`src/rtl/busarb_pkg.sv`:
```
// Shared FSM type and default bus widths for the firmware-ROM bus arbiter.
package busarb_pkg;

    localparam int BUS_AD_LEN = 32;
    localparam int BUS_DATA_W = 32;

    typedef enum logic [1:0] {
        IDLE = 2'd0,
        ADDR = 2'd1,
        WAIT = 2'd2,
        RESP = 2'd3
    } busarb_state_t;

endpackage

```
`src/rtl/busarb_rr.sv`:
```
// Combinational rotating-priority picker: first set request at or after rr_ptr.
module busarb_rr #(
    parameter int NREQ  = 2,
    parameter int IDX_W = $clog2(NREQ)
) (
    input  logic [NREQ-1:0]  req,
    input  logic [IDX_W-1:0] rr_ptr,
    output logic             any_req,
    output logic [IDX_W-1:0] winner,
    output logic [NREQ-1:0]  winner_oh
);

    localparam int SUM_W = IDX_W + 1;

    logic [NREQ-1:0]  rot_s;
    logic [SUM_W-1:0] off_s;
    logic [SUM_W-1:0] sum_s;

    // Bit j of rot_s is requester (rr_ptr + j) mod NREQ; the lowest set bit wins.
    always_comb begin
        rot_s   = NREQ'({req, req} >> rr_ptr);
        any_req = |req;
        off_s   = '0;
        for (int j = NREQ - 1; j >= 0; j--) begin
            off_s = rot_s[j] ? SUM_W'(j) : off_s;
        end
        sum_s = {1'b0, rr_ptr} + off_s;
        if (sum_s >= SUM_W'(NREQ)) begin
            winner = IDX_W'(sum_s - SUM_W'(NREQ));
        end else begin
            winner = IDX_W'(sum_s);
        end
        for (int j = 0; j < NREQ; j++) begin
            winner_oh[j] = any_req & (winner == IDX_W'(j));
        end
    end

endmodule

```
`src/rtl/busarb.sv`:
```
// Round-robin arbiter sharing one single-outstanding read path to the firmware ROM.
module busarb
    import busarb_pkg::*;
#(
    parameter int AD_LEN    = BUS_AD_LEN,
    parameter int BUS_WIDTH = BUS_DATA_W,
    parameter int NREQ      = 2,
    parameter int RD_LAT    = 1
) (
    input  logic                   clk_i,
    input  logic                   reset_i,
    input  logic [NREQ-1:0]        req_i,
    input  logic [NREQ*AD_LEN-1:0] ad_i,
    output logic [NREQ-1:0]        gnt_o,
    output logic [NREQ-1:0]        rvalid_o,
    output logic [BUS_WIDTH-1:0]   rdata_o,
    output logic [AD_LEN-1:0]      bus_ad_o,
    input  logic [BUS_WIDTH-1:0]   bus_data_i,
    output logic                   busy_o
);

    localparam int IDX_W = $clog2(NREQ);
    localparam int CNT_W = $clog2(RD_LAT + 1);

    busarb_state_t        state_r;
    busarb_state_t        state_s;
    logic [CNT_W-1:0]     cnt_r;
    logic [CNT_W-1:0]     cnt_s;
    logic [IDX_W-1:0]     rr_ptr_r;
    logic [IDX_W-1:0]     rr_ptr_s;
    logic [NREQ-1:0]      owner_r;
    logic [NREQ-1:0]      owner_s;
    logic [AD_LEN-1:0]    bus_ad_r;
    logic [AD_LEN-1:0]    bus_ad_s;
    logic [BUS_WIDTH-1:0] rdata_r;
    logic [BUS_WIDTH-1:0] rdata_s;
    logic [NREQ-1:0]      gnt_r;
    logic [NREQ-1:0]      gnt_s;
    logic [NREQ-1:0]      rvalid_r;
    logic [NREQ-1:0]      rvalid_s;
    logic                 any_req_s;
    logic                 launch_s;
    logic                 capture_s;
    logic [IDX_W-1:0]     winner_s;
    logic [IDX_W-1:0]     rr_next_s;
    logic [NREQ-1:0]      winner_oh_s;
    logic [AD_LEN-1:0]    sel_ad_s;

    busarb_rr #(
        .NREQ  (NREQ),
        .IDX_W (IDX_W)
    ) u_rr (
        .req       (req_i),
        .rr_ptr    (rr_ptr_r),
        .any_req   (any_req_s),
        .winner    (winner_s),
        .winner_oh (winner_oh_s)
    );

    // Winner's address through a one-hot AND-OR mux, and the pointer one past the winner.
    always_comb begin
        sel_ad_s = '0;
        for (int j = 0; j < NREQ; j++) begin
            sel_ad_s = sel_ad_s | (ad_i[j*AD_LEN +: AD_LEN] & {AD_LEN{winner_oh_s[j]}});
        end
        if (winner_s == IDX_W'(NREQ - 1)) begin
            rr_next_s = '0;
        end else begin
            rr_next_s = winner_s + IDX_W'(1);
        end
    end

    // FSM: IDLE and RESP both arbitrate, so RESP overlaps the next grant; WAIT counts down.
    always_comb begin
        state_s   = state_r;
        cnt_s     = cnt_r;
        launch_s  = 1'b0;
        capture_s = 1'b0;
        case (state_r)
            IDLE, RESP: begin
                launch_s = any_req_s;
                if (any_req_s) begin
                    state_s = ADDR;
                    cnt_s   = CNT_W'(RD_LAT);
                end else begin
                    state_s = IDLE;
                end
            end
            ADDR: begin
                state_s = WAIT;
            end
            WAIT: begin
                if (cnt_r != '0) begin
                    cnt_s = cnt_r - CNT_W'(1);
                end else begin
                    cnt_s = '0;
                end
                // A zero count cannot occur here; treating it as the last cycle avoids a hang.
                if (cnt_r <= CNT_W'(1)) begin
                    capture_s = 1'b1;
                    state_s   = RESP;
                end else begin
                    state_s = WAIT;
                end
            end
            default: begin
                state_s = IDLE;
            end
        endcase
    end

    // Datapath next values: grant/address/owner on launch, data/valid on capture.
    always_comb begin
        gnt_s    = launch_s ? winner_oh_s : '0;
        bus_ad_s = launch_s ? sel_ad_s : bus_ad_r;
        rr_ptr_s = launch_s ? rr_next_s : rr_ptr_r;
        owner_s  = launch_s ? winner_oh_s : owner_r;
        rvalid_s = capture_s ? owner_r : '0;
        rdata_s  = capture_s ? bus_data_i : rdata_r;
    end

    // State and output registers; reset discards any response still in flight.
    always_ff @(posedge clk_i or negedge reset_i) begin
        if (!reset_i) begin
            state_r  <= IDLE;
            cnt_r    <= '0;
            rr_ptr_r <= '0;
            owner_r  <= '0;
            bus_ad_r <= '0;
            rdata_r  <= '0;
            gnt_r    <= '0;
            rvalid_r <= '0;
        end else begin
            state_r  <= state_s;
            cnt_r    <= cnt_s;
            rr_ptr_r <= rr_ptr_s;
            owner_r  <= owner_s;
            bus_ad_r <= bus_ad_s;
            rdata_r  <= rdata_s;
            gnt_r    <= gnt_s;
            rvalid_r <= rvalid_s;
        end
    end

    assign gnt_o    = gnt_r;
    assign rvalid_o = rvalid_r;
    assign rdata_o  = rdata_r;
    assign bus_ad_o = bus_ad_r;
    assign busy_o   = (state_r != IDLE);

endmodule

```
`config.mk`:
```
export PLATFORM = sky130hd
export DESIGN_NAME = busarb
export DESIGN_NICKNAME = d
export VERILOG_FILES = /design/src/rtl/busarb_pkg.sv /design/src/rtl/busarb_rr.sv /design/src/rtl/busarb.sv
export SDC_FILE = /design/constraint.sdc
export NUM_CORES = 1
export LEC_CHECK = 0
export ABC_AREA = 0
export BUFFER_PORTS_ARGS = -buffer_cell sky130_fd_sc_hd__clkbuf_2
export CAP_MARGIN = 20
export CORE_AREA = 2 2 117 74
export DETAILED_ROUTE_END_ITERATION = 8
export DIE_AREA = 0 0 119 76
export PLACE_DENSITY_LB_ADDON = 0.25
export SYNTH_ARGS = -nofsm -noshare
export SYNTH_HDL_FRONTEND = slang
export SYNTH_SLANG_ARGS = --single-unit
export TNS_END_PERCENT = 10
```
`constraint.sdc`:
```
create_clock -name clk_i -period 1.8 [get_ports clk_i]
set_input_delay 0.36 -clock clk_i [delete_from_list [all_inputs] [get_ports clk_i]]
set_output_delay 0.36 -clock clk_i [all_outputs]
set_load 0.02 [all_outputs]
```
==> results.toml, run 1 <==
[synth]
yosysSeqAreaShare = 0.588
synth_most_common_cell = "dfrtp_1"
yosys_warnings = 0
syn-instance-count = 244
synth_common_cells = "dfrtp_1 (73), a21oi_1 (33), nor2_1 (33), a32oi_1 (32), mux2_2 (32)"
synth_cell_types = 20
yosysTopAreaCell = "dfrtp_1"
synth_area_per_cell_um2 = 12.7
synth_area_leaders = "dfrtp_1 (59%), mux2_2 (12%), a32oi_1 (9.0%), a21oi_1 (5.3%), nor2_1 (4.0%)"
syn-num-nets = 346
ys.flop_type = "dfrtp_1"
syn-cell-area_um2 = 3110
synth_edf_count = 0
ys_ff_latch = 73
synth.top_cell.area_share = 0.588
async_reset_ff_frac = 1.00

[timing]
slew_viol_final = 0
finalSetupViolations = 0
slew-limit-headroom = 0.752
fmax_mhz = 633
worst_slew_pin_slew_ns = 0.372
hold_violations = 0
rsz0062_at_grt = "false"
fin_crit_sh = 0.878
fin_tns_setup_ns = 0
fin_crit_ns = 1.58
skew_ns = 0.00649

[finish]
final_nets = 511
n_antenna_cell = 0
fillerInstances = 719
design_area_um2 = 4330
syn_to_final_growth_pct = 39.3
drive_gt1_frac = 0.543

[floorplanning]
io_pins = 169
placementRows = 26
start_util = 0.384
dieHeight_um = 76
core_area_um2 = 8100
die-area_um2 = 9040
die_w_um = 119

[setup_path]
critical-path-top-delay-family = "compound AO/OA/AOI/OAI gates"
critPathLaunchType = "register"
endpoint_kind = "register"
max_stage_delay_ns = 0.39
path_max_fanout = 25
worstPathArrival_ns = 1.83
path_cells = "inv_1 > ha_1 > o21ba_4 > buf_12 > nor2_1 > a21oi_1"
crit_buf_inv = 2
rr_startpoint = "state_r[1]"
r2r_setup_slack_ns = 0.22
r2r_end = "bus_ad_o[5]"
crit_required_ns = 2.05
path_class = "reg -> reg"
slowest_stage = "o21ba_4"
worstSetupStartpoint = "state_r[1]"
rr_worst_depth = 6
path_depth = 6
crit_end = "bus_ad_o[5]"

[global_route]
antenna_found_initial = 0
grt_pass1_wl_mm = 12.6
grt.overflow.total = 0
grt_pass1_vias = 2671
grt_max_degree = 48
grt_usage = 0.177

[worst_hold_path]
hp-class = "in -> reg"

[route]
drt_wl_total_mm = 7.27
drtIter0Drc = 79
ant_nets = 0
avgViaCountPerCell = 4.76
wire_per_inst_um = 13.8
firstDrtPassIters = 4
vias = 2502
drc = 0

[cts]
ctsHoldBuffers = 1
cts_made_buffers = 9
cts.sinks = 73
cts_tree = "done"
clock_latency_ns = 0.33
clk_pin_slew_ns = 0.06
ctsLongestPathBuffers = 2
root_buffer = "clkbuf_16"
cts_resized = 0
cts_setup_buffers = 0
htree_levels = 3

[placement]
postPlaceCellArea_um2 = 4000
place_congestion = 0.708
hpwl_mm = 5.49
io_buffers = 168

[power]
clockPowerShare = 0.208
p_leak_nw = 2.13
swShare = 0.394
combPwrFrac = 0.469
intPower_w = 0.00550
p_sw_w = 0.00358
power_frac_seq = 0.324
peakVddDrop_mv = 0.739
powerDensity_nw_per_um2 = 2100

[outcome]
status = "finished clean"

[job]
drv_cap = 0
==> flip-flops by register name, indices dropped and copies added (netlist names) <==
| name | count |
|---|---|
| rvalid_o | 2 |
| owner_r | 2 |
| state_r | 2 |
| gnt_o | 2 |
| rdata_o | 32 |
| bus_ad_o | 32 |
| rr_ptr_r | 1 |
==> power groups by stage <==
stage | Combinational, W | Sequential [W] | Clock [W]
floorplan | 0.00207 | 0.00391 | 0
global placement | 0.00423 | 0.00295 | 0
detailed placement | 0.00434 | 0.00296 | 0
CTS | 0.00434 | 0.00295 | 0.00194
global route | 0.00470 | 0.00306 | 0.00202
finish | 0.00426 | 0.00294 | 0.00188
==> worst min path at each step <==
stage	start	to	slack, ns	cells past startpoint
2_1_floorplan	reset_i	bus_ad_o[0]	0.06	0
3_3_place_gp	reset_i	rdata_o[10]	0.30	1
3_5_place_dp	reset_i	rdata_o[10]	0.30	1
4_1_cts	bus_data_i[0]	rdata_o[0]	0.25	2
5_1_grt	bus_data_i[0]	rdata_o[0]	0.25	2
6_report	bus_data_i[0]	rdata_o[0]	0.26	2
==> cell type report <==
type,instances,area [µm²],share of cell area
clock buffers,11,243,0.0561
clock inverters,5,78.8,0.0182
inverters,6,22.5,0.00520
multi-input cells,143,1050,0.242
flip-flops and latches,73,1830,0.422
well taps,112,140,0.0324
repair buffers,176,968,0.224
==> worst reg2reg max path: stages, from the launching register on <==
cell     delay, ns
dfrtp_1       0.34
inv_1         0.05
ha_1          0.33
o21ba_4       0.39
buf_12        0.21
nor2_1        0.06
a21oi_1       0.12
==> metal layers <==
layer,up-vias,track usage,routed length [µm]
li1,1228,-,-
met1,1160,0.218,3150
met2,105,0.293,3490
met3,9,0.0546,513
met4,0,0.0667,113
met5,-,0,0
==> kinds of logic after synthesis <==
family                     synth area share
muxes                                 0.116
and+or+nand+nor                      0.0491
AOI/OAI and AO/OA                     0.165
DFF                                   0.588
buffers and inverters                0.0741
adders and majority gates           0.00805
==> cell usage in the layout, fill, tap and decap left out <==
cell           instances
dfrtp_1               73
bufinv_16              2
a21oi_1               33
clkbuf_2             167
clkbuf_8               1
nand2_1                1
ha_1                   2
a32oi_1               32
a21boi_4               1
a31oi_1                1
clkbuf_1               1
clkinv_2               2
clkinv_4               1
nor2_1                33
o21bai_2               1
buf_4                  3
mux2_2                32
o21ba_4                1
a21o_1                 1
and2_1                 3
nand2b_1               1
o22ai_1                1
inv_1                  6
dlygate4sd3_1          1
clkbuf_16              9
buf_12                 5
==> stage by stage <==
stage	std cells	util	hold WS, ns	total power, W	setup WS, ns
final	526	0.534	0.261	0.00908	0.219
after global routing	526	0.534	0.254	0.00978	0.0700
after CTS	526	0.534	0.249	0.00923	0.196
after detailed placement	509	0.494	0.304	0.00730	0.203
after global placement	509	0.494	0.298	0.00718	0.257
after floorplan	244	-	0.0644	0.00598	0.425
No activity file was read; power rests on OpenSTA's default activity.
==> run 2, diff against run 1 <==
Settings changed: CORE_AREA 2 2 117 74 to 3 3 118 75, DIE_AREA 0 0 119 76 to 0 0 121 78, GPL_TIMING_DRIVEN set to 0.
==> run 2 against run 1 <==
Compared with the run above: non-clock buffer count grew 14; maximum frequency grew 2.6%; worst hold slack lost 0.23 ns; first-iteration DRC count grew 19%; utilization rose by 3.0 points; count of clock-buffer cells in the layout is the same; highest routed layer unchanged.
==> results.toml, run 2 (synthesis gave the netlist of run 1 again) <==
[outcome]
status = "finished clean"

[cts]
cts_made_buffers = 9
htree_levels = 3
clk_pin_slew_ns = 0.06
cts_setup_buffers = 0
cts_resized = 0
clock_latency_ns = 0.32
cts_tree = "done"
ctsHoldBuffers = 0
cts.sinks = 73
ctsLongestPathBuffers = 2
root_buffer = "clkbuf_16"

[global_route]
grt_pass1_vias = 2608
grt.overflow.total = 0
antenna_found_initial = 0
grt_max_degree = 39
grt_pass1_wl_mm = 13.4
grt_usage = 0.183

[floorplanning]
core_area_um2 = 7790
placementRows = 25
dieHeight_um = 78
start_util = 0.399
die_w_um = 121
io_pins = 169
die-area_um2 = 9440

[finish]
n_antenna_cell = 0
multi_input_area_um2 = 1050
design_area_um2 = 4400
layout_common_cells = "clkbuf_2 (166), dfrtp_1 (73), nor2_1 (33), a21oi_1 (33)"
fin_cells = 536
ff_latch_area_um2 = 1830
fillerInstances = 678
fin_util = 0.565
syn_to_final_growth_pct = 41.6
final_common_cell = "clkbuf_2"
final_nets = 525
drive_gt1_frac = 0.561

[route]
avgViaCountPerCell = 4.92
ant_nets = 0
drc = 0
drt_wl_total_mm = 8.48
vias = 2637
wire_per_inst_um = 15.8
drtIter0Drc = 94
firstDrtPassIters = 4

[timing]
slew_viol_final = 0
fin_crit_ns = 1.54
worst_slew_pin_slew_ns = 0.515
skew_ns = 0.00624
hold_violations = 0
fmax_mhz = 649
fin_tns_setup_ns = 0
fin_crit_sh = 0.856
slew-limit-headroom = 0.657
rsz0062_at_grt = "false"
finalSetupViolations = 0

[setup_path]
path_max_fanout = 10
r2r_setup_slack_ns = 0.26
endpoint_kind = "register"
path_class = "reg -> reg"
worstPathArrival_ns = 1.75
crit_required_ns = 2.01
critPathLaunchType = "register"

[power]
finalPower_w = 0.00920
powerDensity_nw_per_um2 = 2090
peakVddDrop_mv = 0.982
p_leak_nw = 2.18

[worst_hold_path]
hp-class = "in -> async"

[job]
drv_cap = 0

[placement]
dp_cells = 520
postPlaceCellArea_um2 = 4100
hpwl_mm = 6.49
place_congestion = 0.762
io_buffers = 167
run 2: cell count changes in the layout (fill, tap and decap cells not counted), sizes merged:
cell         previous run  this run
buf                     8        23
clkinvlp                0         2
bufinv                  2         1
clkinv                  3         2
dlygate4sd3             1         0
run 2: worst paths after layout:
check / from / endpoint / cells after the start
max: state_r[0] / bus_ad_o[30] / 6
min: reset_i / rdata_o[8] / 1
max reg2reg: state_r[0] / bus_ad_o[30] / 6
min reg2reg: owner_r[0] / rvalid_o[0] / 1
max in group asynchronous: reset_i / rdata_o[10] / 2
min in group clk_i: bus_data_i[15] / rdata_o[15] / 2
run 2: area by class of cell:
| class | instances | share of cell area |
|---|---|---|
| Sequential cell | 73 | 0.415 |
| Multi-Input combinational cell | 143 | 0.239 |
| Timing Repair Buffer | 168 | 0.195 |
| Clock buffer | 11 | 0.0552 |
| Buffer | 22 | 0.0472 |
| Tap cell | 108 | 0.0307 |
| Clock inverter | 5 | 0.0125 |
| Inverter | 6 | 0.00512 |
run 2: per-stage QoR:
| stage | hold WS (ns) | setup slack (ns) |
|---|---|---|
| 3_5_place_dp | 0.389 | 0.247 |
| 5_1_grt | 0.0663 | 0.135 |
| 4_1_cts | 0.0408 | 0.239 |
| 3_3_place_gp | 0.470 | -0.237 |
| 6_report | 0.0339 | 0.260 |
| 2_1_floorplan | 0.0644 | 0.425 |
run 2: routing by layer:
metal | up-vias | GRT usage | routed length [µm]
met2 | 124 | 0.273 | 3770
met1 | 1263 | 0.251 | 3830
met5 | - | 0 | 0
li1 | 1248 | - | -
met4 | 0 | 0.0430 | 25
met3 | 2 | 0.0721 | 859
run 2: power breakdown:
group	internal [W]	switching [W]
sequential	0.00252	0.000446
combinational	0.00181	0.00266
clock	0.00111	0.000653
run 2: critical path: stages, from the launching register on:
cell     delay, ns
dfrtp_1       0.32
inv_1         0.05
ha_1          0.38
o21ba_4       0.28
buf_6         0.15
buf_6         0.16
a21oi_1       0.08
==> run 3, diff against run 2 <==
Settings changed: CELL_PAD_IN_SITES_DETAIL_PLACEMENT set to 0, CELL_PAD_IN_SITES_GLOBAL_PLACEMENT set to 1, CORE_AREA 3 3 118 75 to 3 3 130 82, DIE_AREA 0 0 121 78 to 0 0 133 85.
==> run 3 against run 2 <==
Compared with the run above: utilization down 11 points; via count rose by 0.38%; wire length increased by 5.2%; sequential power is essentially flat; count of clock-buffer cells in the layout is the same; sequential share of layout area decreased by 0.23 points; global-route usage down 1.9 points; critical path type unchanged; critical endpoint is now bus_ad_o[17]; highest routed layer unchanged.
==> results.toml, run 3 (synthesis gave the netlist of run 1 again) <==
[outcome]
status = "finished clean"

[cts]
ctsHoldBuffers = 0
cts_tree = "done"
clock_latency_ns = 0.33
cts_setup_buffers = 0
htree_levels = 3
cts_resized = 0
clk_pin_slew_ns = 0.06
ctsLongestPathBuffers = 2
cts_made_buffers = 9
cts.sinks = 73
root_buffer = "clkbuf_16"

[global_route]
antenna_found_initial = 0
grt.overflow.total = 0
grt_max_degree = 43
met3_usage = 0.0592
busiest_layer = "met1"
met2_usage = 0.235
grt_usage = 0.164
grt_pass1_wl_mm = 14.5
met1_usage = 0.235
grt_pass1_vias = 2773

[route]
drc = 0
ant_nets = 0
vias = 2647
wire_per_inst_um = 15.8
firstDrtPassIters = 4
drt_wl_total_mm = 8.92
avgViaCountPerCell = 4.70
drtIter0Drc = 71

[floorplanning]
core_area_um2 = 9630
io_pins = 169
start_util = 0.322
die-area_um2 = 11300
dieHeight_um = 85
die_w_um = 133
placementRows = 28

[setup_path]
path_cells = "inv_1 > ha_1 > o21ba_4 > buf_2 > nor2_1 > a21oi_1"
critPathLaunchType = "register"
slowest_stage = "ha_1"
max_stage_delay_ns = 0.35
endpoint_kind = "register"
path_max_fanout = 10
path_class = "reg -> reg"
crit_required_ns = 2.04
worstPathArrival_ns = 1.78

[timing]
fin_crit_ns = 1.54
hold_violations = 0
fin_crit_sh = 0.855
worst_slew_pin_slew_ns = 0.475
rsz0062_at_grt = "false"
finalSetupViolations = 0
skew_ns = 0.00657
slew_viol_final = 0
slew-limit-headroom = 0.683
fin_ws_ns = 0.261
fin_tns_setup_ns = 0
fmax_mhz = 650

[finish]
fin_util = 0.459
drive_gt1_frac = 0.558
multi_input_area_um2 = 1050
syn_to_final_growth_pct = 42.4
final_common_cell = "clkbuf_2"
fillerInstances = 910
fin_cells = 563
final_nets = 525
layout_common_cells = "clkbuf_2 (166), dfrtp_1 (73), nor2_1 (33), a21oi_1 (33)"
ff_latch_area_um2 = 1830
n_antenna_cell = 0

[placement]
hpwl_mm = 6.86
io_buffers = 167
dp_cells = 547
place_congestion = 0.712
dpl_worst_slack_ns = 0.237

[power]
peakVddDrop_mv = 0.781
p_leak_nw = 2.18
powerDensity_nw_per_um2 = 2080
finalPower_w = 0.00921

[worst_hold_path]
hp-class = "in -> async"

[job]
drv_cap = 0
[run 3: changes by cell type in the layout (fill, tap and decap cells not counted), sizes merged]
cell	change
clkinvlp	-1
clkinv	+1
[run 3: path summary, 6_finish.rpt]
path	startpoint	to	slack [ns]	cells past startpoint
min reg2reg	owner_r[1]	rvalid_o[1]	0.48	1
max	state_r[1]	bus_ad_o[17]	0.26	6
min	reset_i	rdata_o[13]	0.004	1
max in group asynchronous	reset_i	bus_ad_o[21]	1.21	2
min in group clk_i	bus_data_i[11]	rdata_o[11]	0.26	2
max reg2reg	state_r[1]	bus_ad_o[17]	0.26	6
[run 3: power breakdown]
group / internal, W / leakage (nW) / total (W) / switching (W)
clock network: 0.00107 / 0.139 / 0.00173 / 0.000664
registers: 0.00252 / 0.856 / 0.00294 / 0.000420
logic: 0.00181 / 1.19 / 0.00453 / 0.00272
total: 0.00540 / 2.18 / 0.00921 / 0.00380
[run 3: cell type report]
cell class	instances	area share
Clock inverter	5	0.0127
Multi-Input combinational cell	143	0.237
Sequential cell	73	0.413
Tap cell	135	0.0382
Timing Repair Buffer	168	0.194
Clock buffer	11	0.0526
Buffer	22	0.0470
Inverter	6	0.00509
[run 3: worst max-delay path: cells and delay by family (launching register included)]
kind                       cells  cell delay (ns)
DFF                            1             0.34
and+or+nand+nor                1             0.06
adders and majority gates      1             0.35
buffers and inverters          2             0.29
AOI/OAI and AO/OA              2             0.41
[run 3: layer usage]
metal,share of wire,vias to the layer above
li1,-,1251
met1,0.49,1267
met5,0,-
met4,0.0085,0
met2,0.41,121
met3,0.084,8
[run 3: through the flow]
stage | hold slack [ns] | cell area [µm²]
global route | 0.0396 | 4420
global placement | 0.474 | 4110
finish | 0.00406 | 4420
floorplan | 0.0644 | 3110
CTS | 0.00912 | 4420
detailed placement | 0.373 | 4130
